File: config.mk
export PLATFORM = sky130hd
export DESIGN_NAME = mips_multicycle_ctrl
export DESIGN_NICKNAME = d
export VERILOG_FILES = /design/src/rtl/mips_multicycle_ctrl.sv
export SDC_FILE = /design/constraint.sdc
export NUM_CORES = 1
export LEC_CHECK = 0
export CAP_MARGIN = 20
export CORE_MARGIN = 10
export CORE_UTILIZATION = 47
export DETAILED_ROUTE_END_ITERATION = 8
export GPL_TIMING_DRIVEN = 1
export HOLD_SLACK_MARGIN = 0.08
export PLACE_DENSITY = 0.93
export SLEW_MARGIN = 20
export SYNTH_ARGS = -nofsm -noshare
export SYNTH_HDL_FRONTEND = slang
export SYNTH_SLANG_ARGS = --single-unit
File: constraint.sdc
create_clock -name clk -period 6 [get_ports clk]
set_clock_uncertainty 0.2 [all_clocks]
set_input_delay 1.2 -clock clk [delete_from_list [all_inputs] [get_ports clk]]
set_output_delay 1.2 -clock clk [all_outputs]
set_load 0.05 [all_outputs]
File: src/rtl/mips_multicycle_ctrl.sv
// rtl/mips_multicycle_ctrl.sv - multi-cycle MIPS control FSM (optional perf counters: MIPS_CTRL_PERF_CNT_EN)
module mips_multicycle_ctrl #(
    parameter int OP_WIDTH    = 6,
    parameter int STATE_WIDTH = 4
) (
    input  logic                clk,
    input  logic                rst,
    input  logic [OP_WIDTH-1:0] opcode,
    input  logic                zero,
    input  logic                mem_ready,
    output logic                mem_read,
    output logic                mem_write,
    output logic                iord,
    output logic                ir_write,
    output logic                pc_en,
    output logic [1:0]          pc_source,
    output logic                alu_src_a,
    output logic [1:0]          alu_src_b,
    output logic [1:0]          alu_code,
    output logic                reg_dst,
    output logic                mem_to_reg,
    output logic                reg_write,
    output logic                illegal_op
`ifdef MIPS_CTRL_PERF_CNT_EN
    ,
    output logic [31:0]         cycle_cnt,
    output logic [31:0]         inst_cnt
`endif
);

    typedef enum logic [STATE_WIDTH-1:0] {
        INIT   = STATE_WIDTH'(0),
        FETCH  = STATE_WIDTH'(1),
        DECODE = STATE_WIDTH'(2),
        ADDR   = STATE_WIDTH'(3),
        MEM_RD = STATE_WIDTH'(4),
        MEM_WB = STATE_WIDTH'(5),
        MEM_WR = STATE_WIDTH'(6),
        EXEC   = STATE_WIDTH'(7),
        R_WB   = STATE_WIDTH'(8),
        IMM_WB = STATE_WIDTH'(9),
        BRANCH = STATE_WIDTH'(10),
        JUMP   = STATE_WIDTH'(11)
    } state_t;

    // Control word that depends only on the state; registered alongside it.
    typedef struct packed {
        logic       mem_read;
        logic       mem_write;
        logic       iord;
        logic [1:0] pc_source;
        logic       alu_src_a;
        logic [1:0] alu_src_b;
        logic [1:0] alu_code;
        logic       reg_dst;
        logic       mem_to_reg;
        logic       reg_write;
    } ctrl_t;

    localparam logic [OP_WIDTH-1:0] OP_RTYPE = OP_WIDTH'(6'b000000);
    localparam logic [OP_WIDTH-1:0] OP_LW    = OP_WIDTH'(6'b100011);
    localparam logic [OP_WIDTH-1:0] OP_SW    = OP_WIDTH'(6'b101011);
    localparam logic [OP_WIDTH-1:0] OP_BEQ   = OP_WIDTH'(6'b000100);
    localparam logic [OP_WIDTH-1:0] OP_J     = OP_WIDTH'(6'b000010);
    localparam logic [OP_WIDTH-1:0] OP_ADDIU = OP_WIDTH'(6'b001001);

    state_t state;
    state_t state_next;
    ctrl_t  ctrl_q;

    function automatic ctrl_t decode_state(input state_t s);
        ctrl_t c;
        c = '0;
        case (s)
            FETCH:  begin c.mem_read = 1'b1; c.alu_src_b = 2'b01; end
            DECODE: begin c.alu_src_b = 2'b11; end
            ADDR:   begin c.alu_src_a = 1'b1; c.alu_src_b = 2'b10; end
            MEM_RD: begin c.mem_read = 1'b1; c.iord = 1'b1; end
            MEM_WB: begin c.reg_write = 1'b1; c.mem_to_reg = 1'b1; end
            MEM_WR: begin c.mem_write = 1'b1; c.iord = 1'b1; end
            EXEC:   begin c.alu_src_a = 1'b1; c.alu_code = 2'b10; end
            R_WB:   begin c.reg_write = 1'b1; c.reg_dst = 1'b1; end
            IMM_WB: begin c.reg_write = 1'b1; end
            BRANCH: begin c.alu_src_a = 1'b1; c.alu_code = 2'b01; c.pc_source = 2'b01; end
            JUMP:   begin c.pc_source = 2'b10; end
            default: c = '0;
        endcase
        return c;
    endfunction

    // Next-state selection; memory states hold until the handshake completes.
    always_comb begin
        state_next = INIT;
        case (state)
            INIT:   state_next = FETCH;
            FETCH:  state_next = mem_ready ? DECODE : FETCH;
            DECODE: begin
                if (opcode == OP_RTYPE)
                    state_next = EXEC;
                else if (opcode == OP_LW || opcode == OP_SW || opcode == OP_ADDIU)
                    state_next = ADDR;
                else if (opcode == OP_BEQ)
                    state_next = BRANCH;
                else if (opcode == OP_J)
                    state_next = JUMP;
                else
                    state_next = FETCH;
            end
            ADDR: begin
                if (opcode == OP_LW)
                    state_next = MEM_RD;
                else if (opcode == OP_SW)
                    state_next = MEM_WR;
                else
                    state_next = IMM_WB;
            end
            MEM_RD: state_next = mem_ready ? MEM_WB : MEM_RD;
            MEM_WB: state_next = FETCH;
            MEM_WR: state_next = mem_ready ? FETCH : MEM_WR;
            EXEC:   state_next = R_WB;
            R_WB:   state_next = FETCH;
            IMM_WB: state_next = FETCH;
            BRANCH: state_next = FETCH;
            JUMP:   state_next = FETCH;
            default: state_next = INIT;
        endcase
    end

    // State register with the state-decoded control word registered in step.
    always_ff @(posedge clk) begin
        if (rst) begin
            state  <= INIT;
            ctrl_q <= '0;
        end else begin
            state  <= state_next;
            ctrl_q <= decode_state(state_next);
        end
    end

    assign mem_read   = ctrl_q.mem_read;
    assign mem_write  = ctrl_q.mem_write;
    assign iord       = ctrl_q.iord;
    assign pc_source  = ctrl_q.pc_source;
    assign alu_src_a  = ctrl_q.alu_src_a;
    assign alu_src_b  = ctrl_q.alu_src_b;
    assign alu_code   = ctrl_q.alu_code;
    assign reg_dst    = ctrl_q.reg_dst;
    assign mem_to_reg = ctrl_q.mem_to_reg;
    assign reg_write  = ctrl_q.reg_write;

    // Fetch completion, branch outcome and opcode legality are only known within the cycle.
    assign ir_write   = (state == FETCH) && mem_ready;
    assign pc_en      = ((state == FETCH) && mem_ready) || (state == JUMP) ||
                        ((state == BRANCH) && zero);
    assign illegal_op = (state == DECODE) &&
                        !(opcode == OP_RTYPE || opcode == OP_LW || opcode == OP_SW ||
                          opcode == OP_BEQ || opcode == OP_J || opcode == OP_ADDIU);

`ifdef MIPS_CTRL_PERF_CNT_EN
    // Active-cycle and retired-instruction counters; wrap naturally at 2^32.
    always_ff @(posedge clk) begin
        if (rst) begin
            cycle_cnt <= '0;
            inst_cnt  <= '0;
        end else begin
            if (state != INIT)
                cycle_cnt <= cycle_cnt + 32'd1;
            if (state != INIT && state != FETCH && state_next == FETCH)
                inst_cnt <= inst_cnt + 32'd1;
        end
    end
`endif

endmodule

Word level (Yosys, flattened, before mapping):

Cells that the tools add are included.
W data, S select, Z words.

* eq/ne operators: 27
* muxes and demuxes: 20
* reduce and logical (&&, ||, !) cells: 20

Operators with widths (count)
* $eq A4 B3 Y1 const B: 8
* $eq A4 B4 Y1 const B: 8
* $pmux W4 S7: 1
* $mux W4: 6
* $eq A4 B2 Y1 const B: 4
* $eq A6 B6 Y1 const B: 2
* $logic_or A1 B1 Y1: 9
* $eq A4 B1 Y1 const B: 2
* $mux W1: 8
* $pmux W2 S2: 2
* $eq A6 B2 Y1 const B: 1
* $eq A6 B3 Y1 const B: 1
* $eq A6 B4 Y1 const B: 1
* $logic_not A6 Y1: 1
* $pmux W2 S3: 1
* $reduce_or A3 Y1: 2
* $reduce_or A6 Y1: 1
* $logic_not A4 Y1: 1
* $reduce_or A2 Y1: 2
* $logic_and A1 B1 Y1: 3
* $mux W3: 1
* $mux W2: 1
* $logic_not A1 Y1: 1

* bits in registers: 17
* bits of input ports: 10
* output and inout bits: 16

Logic depth before layout (Yosys ltp):

* depth in word-level cells: 9
* mapped depth: 7
* mapped depth without buffers: 5

Least setup slack after synthesis:

Ideal clock, no wire load.

* path type: in2out
* start: input port mem_ready
* end: output port ir_write
* arrival time: 2718 ps
* data required time: 4600 ps
* setup slack: 1882 ps
* stages: 2
* path buffers: 0
* cell sequence: nand2_1 nor4_1

* word-level cells in the longest chain between the ends: 1

Ends and longest elaborated chain
* start, declared: line 10 `input logic mem_ready,`
* $logic_and A1 B1 Y1: line 152 `assign ir_write = (state == FETCH) && mem_ready;`
* end, declared: line 14 `output logic ir_write,`

Every way passes these cells.

Worst setup path after layout:

* start: input port opcode[0]
* end: output port illegal_op

* word-level cells in the longest chain between the ends: 8
* elaborated cells between the ends (all ways): 13
* classes of those cells: eq/ne: 5; reduce/logical: 8

Ends and longest elaborated chain
* start, declared: line 8 `input logic [OP_WIDTH-1:0] opcode,`
* $eq A6 B6 Y1 / $logic_not A6 Y1 (equally long branches): line 156 `!(opcode == OP_RTYPE || opcode == OP_LW || opcode == OP_SW ||`
* $logic_or A1 B1 Y1 (3 in a row): line 156
* $logic_or A1 B1 Y1: line 157 `opcode == OP_BEQ || opcode == OP_J || opcode == OP_ADDIU);`
* $logic_or A1 B1 Y1 (*): line 157
* $logic_not A1 Y1 (*): line 156
* $logic_and A1 B1 Y1 (*): line 155 `assign illegal_op = (state == DECODE) &&`
* end, declared: line 23 `output logic illegal_op`

Mark *: on every way between the ends. The rest lies on a longest branch, timed or not.

==> qor.yml <==
clock_tree:
  clockBufferDepth: 2
  root_buffer: "clkbuf_4"
  clock_sinks: 16
  cts_buffers: 3
  hold_buffers: 0
  cts_resized: 0
  clkLatencyLatePin_ps: 290
  path_clk_slew_ps: 100
  post_cts_buffers: 0
  htreeDepth: 1
  cts_tree: "built"
floorplan:
  core_area_um2: 1541
  ios: 26
  fp.dieH_um: 60.99
  die_x_um: 60.99
  start_util_pct: 51.22
  die_area_um2: 3719
  fp-row-count: 14
logic_synthesis:
  yosysUniqueCellTypes: 38
  ys_seq_area_share_pct: 40.57
  yosysWarnings: 0
  syn_nets: 99
  synth_cells: 89
  synth_ff_type: "dfxtp_1"
  synthArstFlopShare_pct: 0
  avgSynthCellArea_um2: 8.871
  synth_edf_count: 0
  syn_area_um2: 789.5
  ys_ff_latch: 16
sta:
  tns_ps: 0
  finalSetupViolations: 0
  finalCritPeriodShare_pct: 77.50
  finalMaxSlewViolations: 0
  finalCriticalPeriod_ps: 4650
  worstMarginPinSlew_ps: 644.7
  fmax_mhz: 215.0
  hold_viol_final: 0
  rsz0062_at_grt: "no"
  maxSlewHeadroom_pct: 56.85
layout:
  final_layout_size_suffix_gt1_share_pct: 10.53
  regMostFlops: "state"
  n_antenna_cell: 0
  largest_reg_flops: 4
  fin_area_um2: 1069
  fill_cells: 118
  final_common_cell: "clkdlybuf4s50_1"
  final_cell_mix: "clkdlybuf4s50_1, dfxtp_1, nor2_1"
  syn_to_final_growth_pct: 35.34
  final_nets: 125
detailed_routing:
  wire_per_inst_um: 15.74
  drt-initial-drc-count: 21
  wirelength_um: 2046
  first_pass_iters: 4
  antenna_left: 0
  drcViolationCount: 0
  vias_per_cell: 5.908
  num_vias: 768
global_routing:
  use_met3_pct: 4.175
  antenna_found_initial: 0
  gr-usage-all-layers_pct: 12.07
  overflow: 0
  grt.met1_usage_pct: 13.46
  use_met2_pct: 20.23
  grt_pass1_wl_um: 3525
  grt_max_degree: 13
  busiest_layer: "met2"
  grt_pass1_vias: 763
power_and_ir_drop:
  switching_share_pct: 29.93
  power.leakage_nw: 0.3899
  intPower_mw: 0.1669
  switchingPower_mw: 0.07127
  ir_drop_v: 0.0001855
  clkPwrFrac_pct: 30.3
  pwr-share-seq_pct: 47.7
  pwr-share-comb_pct: 22.0
  powerDensity_nw_per_um2: 222.9
setup_path:
  worstPathArrival_ps: 3250
  end_kind: "output port"
  crit_path_start_kind: "input port"
  cp.required_ps: 4600
  crit_type: "input port to output port"
  r2r_setup_slack_ps: 3730
  cp_max_fo: 6
placement:
  dp_hpwl_um: 1642
  routabilityCongestion: 0.8332
  numPortBuffers: 25
  place_area_um2: 1032
outcome:
  status: "finished, final reports clean"
run:
  drv_cap: 0
hold_path:
  min_path_type: "flip-flop to flip-flop"
## worst max-delay path, cell delays in order
cell             delay, ps
clkdlybuf4s50_1        560
a21bo_2                240
a21oi_1                180
nor3_1                  80
nor3_1                 160
clkdlybuf4s50_1        830
## through the flow
step                hold WS, ps  std cells  setup WS, ps  utilization, %  total power [mW]
global route              744.2        130          1274           69.32            0.2486
detailed placement        644.7        126          1343           66.96            0.1682
floorplan                 527.1         89          1882               -            0.1492
global placement          609.4        126          1440           66.96            0.1662
CTS                       666.0        130          1349           69.32            0.2388
finish                    673.6        130          1350           69.32            0.2382
## power by group through the flow
| stage | clock network, mW | logic [mW] | registers, mW |
|---|---|---|---|
| 2_1_floorplan | 0 | 0.0265 | 0.123 |
| 3_3_place_gp | 0 | 0.0504 | 0.116 |
| 3_5_place_dp | 0 | 0.0520 | 0.116 |
| 4_1_cts | 0.0728 | 0.0523 | 0.114 |
| 5_1_grt | 0.0777 | 0.0564 | 0.114 |
| 6_report | 0.0721 | 0.0524 | 0.114 |
## area by class of cell
class                           instances  area (um^2)  share of cell area (%)
Multi-Input combinational cell         65        426.7                   39.93
Clock buffer                            4        36.28                   3.396
Timing Repair Buffer                   25        250.2                   23.42
Sequential cell                        16        320.3                   29.98
Inverter                                4        15.01                   1.405
Tap cell                               16        20.02                   1.874
## cell families after synthesis
| group | synth area share (%) |
|---|---|
| XOR/XNOR | 2.219 |
| buffers and inverters | 5.387 |
| AO/OA/AOI/OAI | 17.91 |
| AND/OR/NAND/NOR | 33.92 |
| flip-flops | 40.57 |
## worst paths after layout
path	start	to	cells past startpoint
worst max-delay path	opcode[0]	illegal_op	6
worst min-delay path	state[3]	mem_read	4
worst max register to register	state[0]	mem_read	5
worst min register to register	state[3]	mem_read	4
## cell usage after synthesis (all sizes together) (2+ instances only)
| library cell | n | area, um^2 |
|---|---|---|
| dfxtp | 16 | 320.3 |
| o21ai | 2 | 10.01 |
| nor2 | 13 | 48.80 |
| nor4 | 3 | 18.77 |
| xnor2 | 2 | 17.52 |
| nor3 | 7 | 62.56 |
| nand3 | 4 | 20.02 |
| buf | 4 | 27.52 |
| or3 | 3 | 18.77 |
| nand2 | 2 | 7.510 |
| or3b | 2 | 22.52 |
| and2 | 3 | 18.77 |
| inv | 4 | 15.01 |
| a21oi | 5 | 25.02 |
## layer usage
metal / vias up / share of wire, %
met5: - / 0
met4: 0 / 2.1
met3: 8 / 7.4
met2: 29 / 52
met1: 356 / 39
li1: 375 / -
Power figures use the tool's default switching activity.
